`src/rtl/edge_trigger_pkg.sv`:
```
// Shared definitions for the edge trigger bank.
//   EDGE_OFF/RISE/FALL/BOTH : 2-bit per-channel edge mode encodings
//   db_state_e               : debounce state (STABLE / SETTLING)
//   EVT_CNT_W                : width of each per-channel event counter
//   edge_qualifies()         : does a level toggle count as an event for a mode
package edge_trigger_pkg;

    localparam logic [1:0] EDGE_OFF  = 2'b00;
    localparam logic [1:0] EDGE_RISE = 2'b01;
    localparam logic [1:0] EDGE_FALL = 2'b10;
    localparam logic [1:0] EDGE_BOTH = 2'b11;

    typedef enum logic {
        STABLE   = 1'b0,
        SETTLING = 1'b1
    } db_state_e;

    localparam int EVT_CNT_W = 8;

    // rising = 1 for a 0->1 toggle of the debounced level, 0 for 1->0.
    function automatic logic edge_qualifies(input logic [1:0] mode, input logic rising);
        return rising ? |(mode & EDGE_RISE) : |(mode & EDGE_FALL);
    endfunction

endpackage

```
`src/rtl/edge_trigger_chan.sv`:
```
// One channel of the edge trigger bank: synchroniser, debounce FSM, edge
// qualification, sticky pending flag and (optionally) a saturating event counter.
// Ports:
//   clk, rst     : clock, synchronous active-high reset
//   signal_in    : raw asynchronous input
//   edge_mode    : 00 off, 01 rise, 10 fall, 11 both
//   clr          : write-1-to-clear of pending (and the event counter)
//   level        : debounced level
//   triggered    : one-cycle pulse per qualified edge
//   pending      : sticky event flag
//   event_count  : saturating event counter, only built when EDGE_TRIGGER_COUNT_EN
//                  is defined; otherwise tied to 0
module edge_trigger_chan
    import edge_trigger_pkg::*;
#(
    parameter int SYNC_STAGES = 2,
    parameter int DB_CYCLES   = 4
) (
    input  logic                 clk,
    input  logic                 rst,
    input  logic                 signal_in,
    input  logic [1:0]           edge_mode,
    input  logic                 clr,
    output logic                 level,
    output logic                 triggered,
    output logic                 pending,
    output logic [EVT_CNT_W-1:0] event_count
);

    localparam int CNT_W = $clog2(DB_CYCLES + 1);
    // The toggle happens on the DB_CYCLES-th differing sample, i.e. when the
    // counter already holds DB_CYCLES-1, so the counter never reaches its wrap.
    localparam logic [CNT_W-1:0] DB_LAST = CNT_W'(DB_CYCLES - 1);

    logic [SYNC_STAGES-1:0] sync_q;
    logic [CNT_W-1:0]       cnt_q, cnt_d;
    logic                   level_q, level_d;
    logic                   trig_q, trig_d;
    logic                   pend_q, pend_d;
    logic                   sync_s;
    db_state_e              state;

    assign sync_s = sync_q[SYNC_STAGES-1];

    // The debounce state is not stored: it is implied by whether the
    // synchronised sample disagrees with the current debounced level.
    assign state = (sync_s != level_q) ? SETTLING : STABLE;

    always_comb begin
        cnt_d   = '0;
        level_d = level_q;
        trig_d  = 1'b0;
        case (state)
            STABLE: begin
                cnt_d = '0;
            end
            SETTLING: begin
                if (cnt_q == DB_LAST) begin
                    level_d = ~level_q;
                    cnt_d   = '0;
                    trig_d  = edge_qualifies(edge_mode, ~level_q);
                end else begin
                    cnt_d = cnt_q + CNT_W'(1);
                end
            end
            default: begin
                cnt_d = '0;
            end
        endcase
        // A new event wins over a simultaneous clear.
        pend_d = trig_q | (pend_q & ~clr);
    end

    always_ff @(posedge clk) begin
        if (rst) begin
            sync_q  <= '0;
            cnt_q   <= '0;
            level_q <= 1'b0;
            trig_q  <= 1'b0;
            pend_q  <= 1'b0;
        end else begin
            sync_q  <= {sync_q[SYNC_STAGES-2:0], signal_in};
            cnt_q   <= cnt_d;
            level_q <= level_d;
            trig_q  <= trig_d;
            pend_q  <= pend_d;
        end
    end

    assign level     = level_q;
    assign triggered = trig_q;
    assign pending   = pend_q;

`ifdef EDGE_TRIGGER_COUNT_EN
    logic [EVT_CNT_W-1:0] evt_q, evt_d;

    always_comb begin
        evt_d = evt_q;
        if (trig_q && clr) begin
            // Clear and a new event together leave exactly that event counted.
            evt_d = EVT_CNT_W'(1);
        end else if (trig_q) begin
            if (evt_q != '1) begin
                evt_d = evt_q + EVT_CNT_W'(1);
            end
        end else if (clr) begin
            evt_d = '0;
        end
    end

    always_ff @(posedge clk) begin
        if (rst) begin
            evt_q <= '0;
        end else begin
            evt_q <= evt_d;
        end
    end

    assign event_count = evt_q;
`else
    assign event_count = '0;
`endif

endmodule

```
`src/rtl/edge_trigger_bank.sv`:
```
// Multi-channel edge trigger bank: CH independent edge_trigger_chan instances
// plus the any_pending summary.
// Optional feature macro: EDGE_TRIGGER_COUNT_EN (per-channel saturating event
// counters on event_count; when undefined event_count reads 0).
// Ports:
//   clk, rst     : clock, synchronous active-high reset
//   signal_in    : CH raw asynchronous inputs
//   edge_mode    : 2 bits per channel at [2i+1:2i]
//   clr          : per-channel write-1-to-clear
//   level        : per-channel debounced level
//   triggered    : per-channel one-cycle event pulse
//   pending      : per-channel sticky event flag
//   any_pending  : OR of pending
//   event_count  : 8 bits per channel at [8i+:8]
module edge_trigger_bank
    import edge_trigger_pkg::*;
#(
    parameter int CH          = 4,
    parameter int SYNC_STAGES = 2,
    parameter int DB_CYCLES   = 4
) (
    input  logic                    clk,
    input  logic                    rst,
    input  logic [CH-1:0]           signal_in,
    input  logic [2*CH-1:0]         edge_mode,
    input  logic [CH-1:0]           clr,
    output logic [CH-1:0]           level,
    output logic [CH-1:0]           triggered,
    output logic [CH-1:0]           pending,
    output logic                    any_pending,
    output logic [EVT_CNT_W*CH-1:0] event_count
);

    generate
        for (genvar gi = 0; gi < CH; gi++) begin : g_chan
            edge_trigger_chan #(
                .SYNC_STAGES (SYNC_STAGES),
                .DB_CYCLES   (DB_CYCLES)
            ) u_chan (
                .clk         (clk),
                .rst         (rst),
                .signal_in   (signal_in[gi]),
                .edge_mode   (edge_mode[2*gi +: 2]),
                .clr         (clr[gi]),
                .level       (level[gi]),
                .triggered   (triggered[gi]),
                .pending     (pending[gi]),
                .event_count (event_count[EVT_CNT_W*gi +: EVT_CNT_W])
            );
        end
    endgenerate

    assign any_pending = |pending;

endmodule

```
`config.mk`:
```
export PLATFORM = sky130hd
export DESIGN_NAME = edge_trigger_bank
export DESIGN_NICKNAME = d
export VERILOG_FILES = /design/src/rtl/edge_trigger_pkg.sv /design/src/rtl/edge_trigger_chan.sv /design/src/rtl/edge_trigger_bank.sv
export SDC_FILE = /design/constraint.sdc
export NUM_CORES = 1
export LEC_CHECK = 0
export ABC_AREA = 0
export BUFFER_PORTS_ARGS = -buffer_cell sky130_fd_sc_hd__buf_2
export CAP_MARGIN = 25
export CORE_ASPECT_RATIO = 1.5
export CORE_MARGIN = 2
export CORE_UTILIZATION = 40
export CTS_BUF_LIST = sky130_fd_sc_hd__clkbuf_2 sky130_fd_sc_hd__clkbuf_4 sky130_fd_sc_hd__clkbuf_8
export DETAILED_ROUTE_END_ITERATION = 8
export PLACE_DENSITY_LB_ADDON = 0.3
export SYNTH_ARGS = -nofsm -noshare
export SYNTH_HDL_FRONTEND = slang
export SYNTH_HIERARCHICAL = 1
export SYNTH_SLANG_ARGS = --single-unit
```
`constraint.sdc`:
```
create_clock -name clk -period 2.1 [get_ports clk]
set_input_delay 0.21 -clock clk [delete_from_list [all_inputs] [get_ports clk]]
set_output_delay 0.21 -clock clk [all_outputs]
set_load 0.05 [all_outputs]
```
Word level (Yosys, flattened, before mapping) --
Index checks and enable logic that the tools add are counted.
Word-level totals: register bits after elaboration 32, input bits 18, logic and storage cells 81
Operators by class: add/sub/neg operators 4, equality and inequality tests 8, mux-type cells 16, bitwise operators 24, reduce and logical (&&, ||, !) cells 9
Operators by type and width (number):
- 3-bit one-hot mux with 2 select lines | 4
- 1-bit NOT | 16
- 3-bit by 1-bit adder with 3-bit output (second input constant) | 4
- 3-bit by 2-bit == test with 1-bit output (second input constant) | 4
- 3-bit 2-to-1 mux | 4
- 3-bit OR reduction | 4
- 1-bit 2-to-1 mux | 8
- 2-bit AND reduction | 4
- 1-bit bitwise AND | 4
- 1-bit inequality test | 4
- 1-bit OR | 4
- 4-bit OR reduction | 1

Longest topological paths before layout --
depth in word-level cells 4, gate-level depth with buffers 4, mapped depth without buffers 4

By module --
Netlist, hierarchy kept.
By module, submodules not included:
- edge_trigger_chan | instances 4, cells each 35, area each 356.6 sq um, sequential area each 160.2 sq um
- edge_trigger_bank | instances 1, cells each 1, area each 7.5 sq um, sequential area each 0.0 sq um

Least setup slack after synthesis --
OpenSTA, ideal clock, no wires.
kind register -> output, start register g_chan[1].u_chan.pend_q, end output any_pending, arrival time 1296 ps, required time 1890 ps, path slack 594 ps, cell stages (with the launch flop) 2, buffers on the path 0, cell sequence dfxtp_1 or4_1
On the way: cells in the longest elaborated chain, start to end 1
RTL lines:
- start, declared | RTL line edge_trigger_chan.sv:39 | logic pend_q, pend_d;
- start signal, assigned | RTL line edge_trigger_chan.sv:86 | pend_q <= pend_d;
- 4-bit OR reduction | RTL line edge_trigger_bank.sv:53 | assign any_pending = |pending;
- end, declared | RTL line edge_trigger_bank.sv:30 | output logic any_pending,
Every way passes these cells.

Worst setup path after layout --
Ends and elaborated chain as after synthesis.

==> impl_metrics.json <==
{
  "holdBufCountCts": 0,
  "cts_setup_buffers": 0,
  "grt_max_degree": 33,
  "hold_path_startpoint": "signal_in[3]",
  "netlist_instances": 141,
  "drtIter0Drc": 21,
  "avgViaCountPerCell": 4.308,
  "holdCritPathClass": "input pin to flop",
  "overflow": 0,
  "gp_congestion": 0.6136,
  "clock-sinks": 32,
  "drtAntennaViolNets": 0,
  "nets": 200,
  "slew_headroom_pct": 61.04,
  "ir_drop_mv": 0.4644,
  "p_leak_nw": 0.6799,
  "tightest_slew_ns": 0.5844,
  "grt_pass1_vias": 884,
  "fin_cells": 214,
  "status": "complete, no violations",
  "drc": 0,
  "clock_latency_ns": 0.28,
  "area_growth_pct": 9.512,
  "period_needed_ns": 1.535,
  "critPathLaunchType": "flop",
  "criticalPathCategory": "flop to primary output",
  "clk_pin_slew_worst_paths_ns": 0.06,
  "power.density_nw_per_um2": 761.2,
  "cp-startpoint": "g_chan[1].u_chan/pending",
  "finalHoldViolations": 0,
  "setup_violations": 0,
  "core_area_um2": 3416,
  "grt_pass1_wl_mm": 3.512,
  "fin_crit_sh_pct": 73.09,
  "drt-total-wl_mm": 2.111,
  "cts_buffers": 5,
  "ys_types": 15,
  "rr_startpoint": "g_chan[1].u_chan/cnt_q[0]",
  "wl_per_cell_um": 9.864,
  "ctsRootBufferMaster": "clkbuf_8",
  "start_util_pct": 41.98,
  "power.total_mw": 1.195,
  "cts_buffer_depth": 2,
  "tns_ns": 0,
  "fillerInstances": 344,
  "ys_warn_count": 6,
  "drive_gt1_share_pct": 22.67,
  "dpl.cell_count": 209,
  "synth-seq-cells": 32,
  "cap_violations": 0,
  "worstSetupEndpointType": "primary output",
  "die_w_um": 52.89,
  "cp_data_arrival_time_ns": 1.32,
  "dpl.hpwl_mm": 1.589,
  "crit_fanout": 3,
  "cts_tree": "done",
  "port_buffers": 30,
  "chipHeight_um": 77.33,
  "antenna_found_initial": 0,
  "rsz0062_at_grt": "false",
  "grt_use_total_pct": 11.73,
  "first_pass_iters": 4,
  "ys_seq_area_share_pct": 44.68,
  "finClkSkew_ns": 0.001853,
  "avgSynthCellArea_um2": 10.17,
  "crit_required_ns": 1.89,
  "io_pins": 63,
  "htree_levels": 2,
  "die-area_um2": 4090,
  "vias": 922,
  "max_freq_mhz": 651.5,
  "antenna_cells": 0,
  "cts_resized": 0,
  "num_rows": 26,
  "syn-cell-area_um2": 1434,
  "drv_slew": 0,
  "final_cell_mix": "conb_1, dfxtp_1, buf_2"
}
[routing by layer]
metal / track usage, % / vias to the layer above / share of wire (%)
li1: - / 466 / -
met1: 12.25 / 403 / 41
met2: 18.50 / 46 / 47
met3: 5.000 / 7 / 9.7
met4: 7.692 / 0 / 2.7
met5: 0 / - / 0
[report_power, final]
part           internal (mW)  total [mW]  switching (mW)
registers              0.617       0.622         0.00510
clock network          0.213       0.407           0.195
logic                 0.0225       0.166           0.143
total                  0.852        1.20           0.343
[critical path, cell delays in order (launching register included)]
cell and delay (ns):
dfxtp_1 0.32, or4_1 0.51, buf_2 0.22
[cell usage after synthesis, drive strengths merged]
| cell | n | share of area (%) |
|---|---|---|
| or4 | 1 | 0.52 |
| nor4b | 4 | 4.2 |
| ha | 8 | 7.0 |
| mux2i | 4 | 2.8 |
| xnor2 | 4 | 2.4 |
| inv | 8 | 2.1 |
| nor2 | 4 | 1.0 |
| nor4 | 8 | 3.5 |
| conb | 4 | 1.0 |
| buf | 32 | 17 |
| nand2b | 8 | 3.5 |
| nand3b | 8 | 4.2 |
| dfxtp | 32 | 45 |
| nor2b | 8 | 3.5 |
| a21oi | 8 | 2.8 |
[sequential cells by signal, summed over array words and instances, names as in the netlist]
register / cells
g_chan.u_chan/sync_q: 8
g_chan.u_chan/pending: 4
g_chan.u_chan/cnt_q: 12
g_chan.u_chan/triggered: 4
g_chan.u_chan/level: 4
[per-stage QoR]
stage / hold WS (ns) / setup WS, ns / cell area [um^2] / utilization, %
final: 0.1413 / 0.5651 / 1570 / 45.97
after floorplan: 0.2791 / 0.5937 / 1539 / -
after global routing: 0.1389 / 0.5139 / 1570 / 45.97
after global placement: 0.4147 / 0.8774 / 1501 / 43.96
after CTS: 0.1309 / 0.5492 / 1570 / 45.97
after detailed placement: 0.4213 / 0.8561 / 1501 / 43.96
[logic make-up (layout without fill, tap and decap cells)]
logic type / count (synthesis) / count (layout) / synth area share [%]
fa+ha+maj: 8 / 8 / 6.981
compound gates: 8 / 8 / 2.792
other cells: 4 / 32 / 1.047
mux: 4 / 4 / 2.792
flops: 32 / 32 / 44.68
buf+inv: 40 / 43 / 18.85
xor+xnor: 4 / 4 / 2.443
simple gates: 41 / 41 / 20.42
[layout make-up]
cell class,count,area (um^2),area share (%)
Clock buffer,5,68.82,4.382
Inverter,8,30.03,1.912
Sequential cell,32,640.6,40.80
Multi-Input combinational cell,97,628.1,40.00
Timing Repair Buffer,30,150.1,9.562
Tap cell,42,52.55,3.347
[worst paths after layout]
check	endpoint	cells past startpoint	slack, ns
setup / recovery	any_pending	2	0.57
setup reg to reg	g_chan[1].u_chan/cnt_q[0]	3	0.92
hold reg to reg	g_chan[2].u_chan/cnt_q[0]	1	0.43
hold / removal	g_chan[3].u_chan/sync_q[0]	2	0.14
No activity file was read; power rests on OpenSTA's default activity.
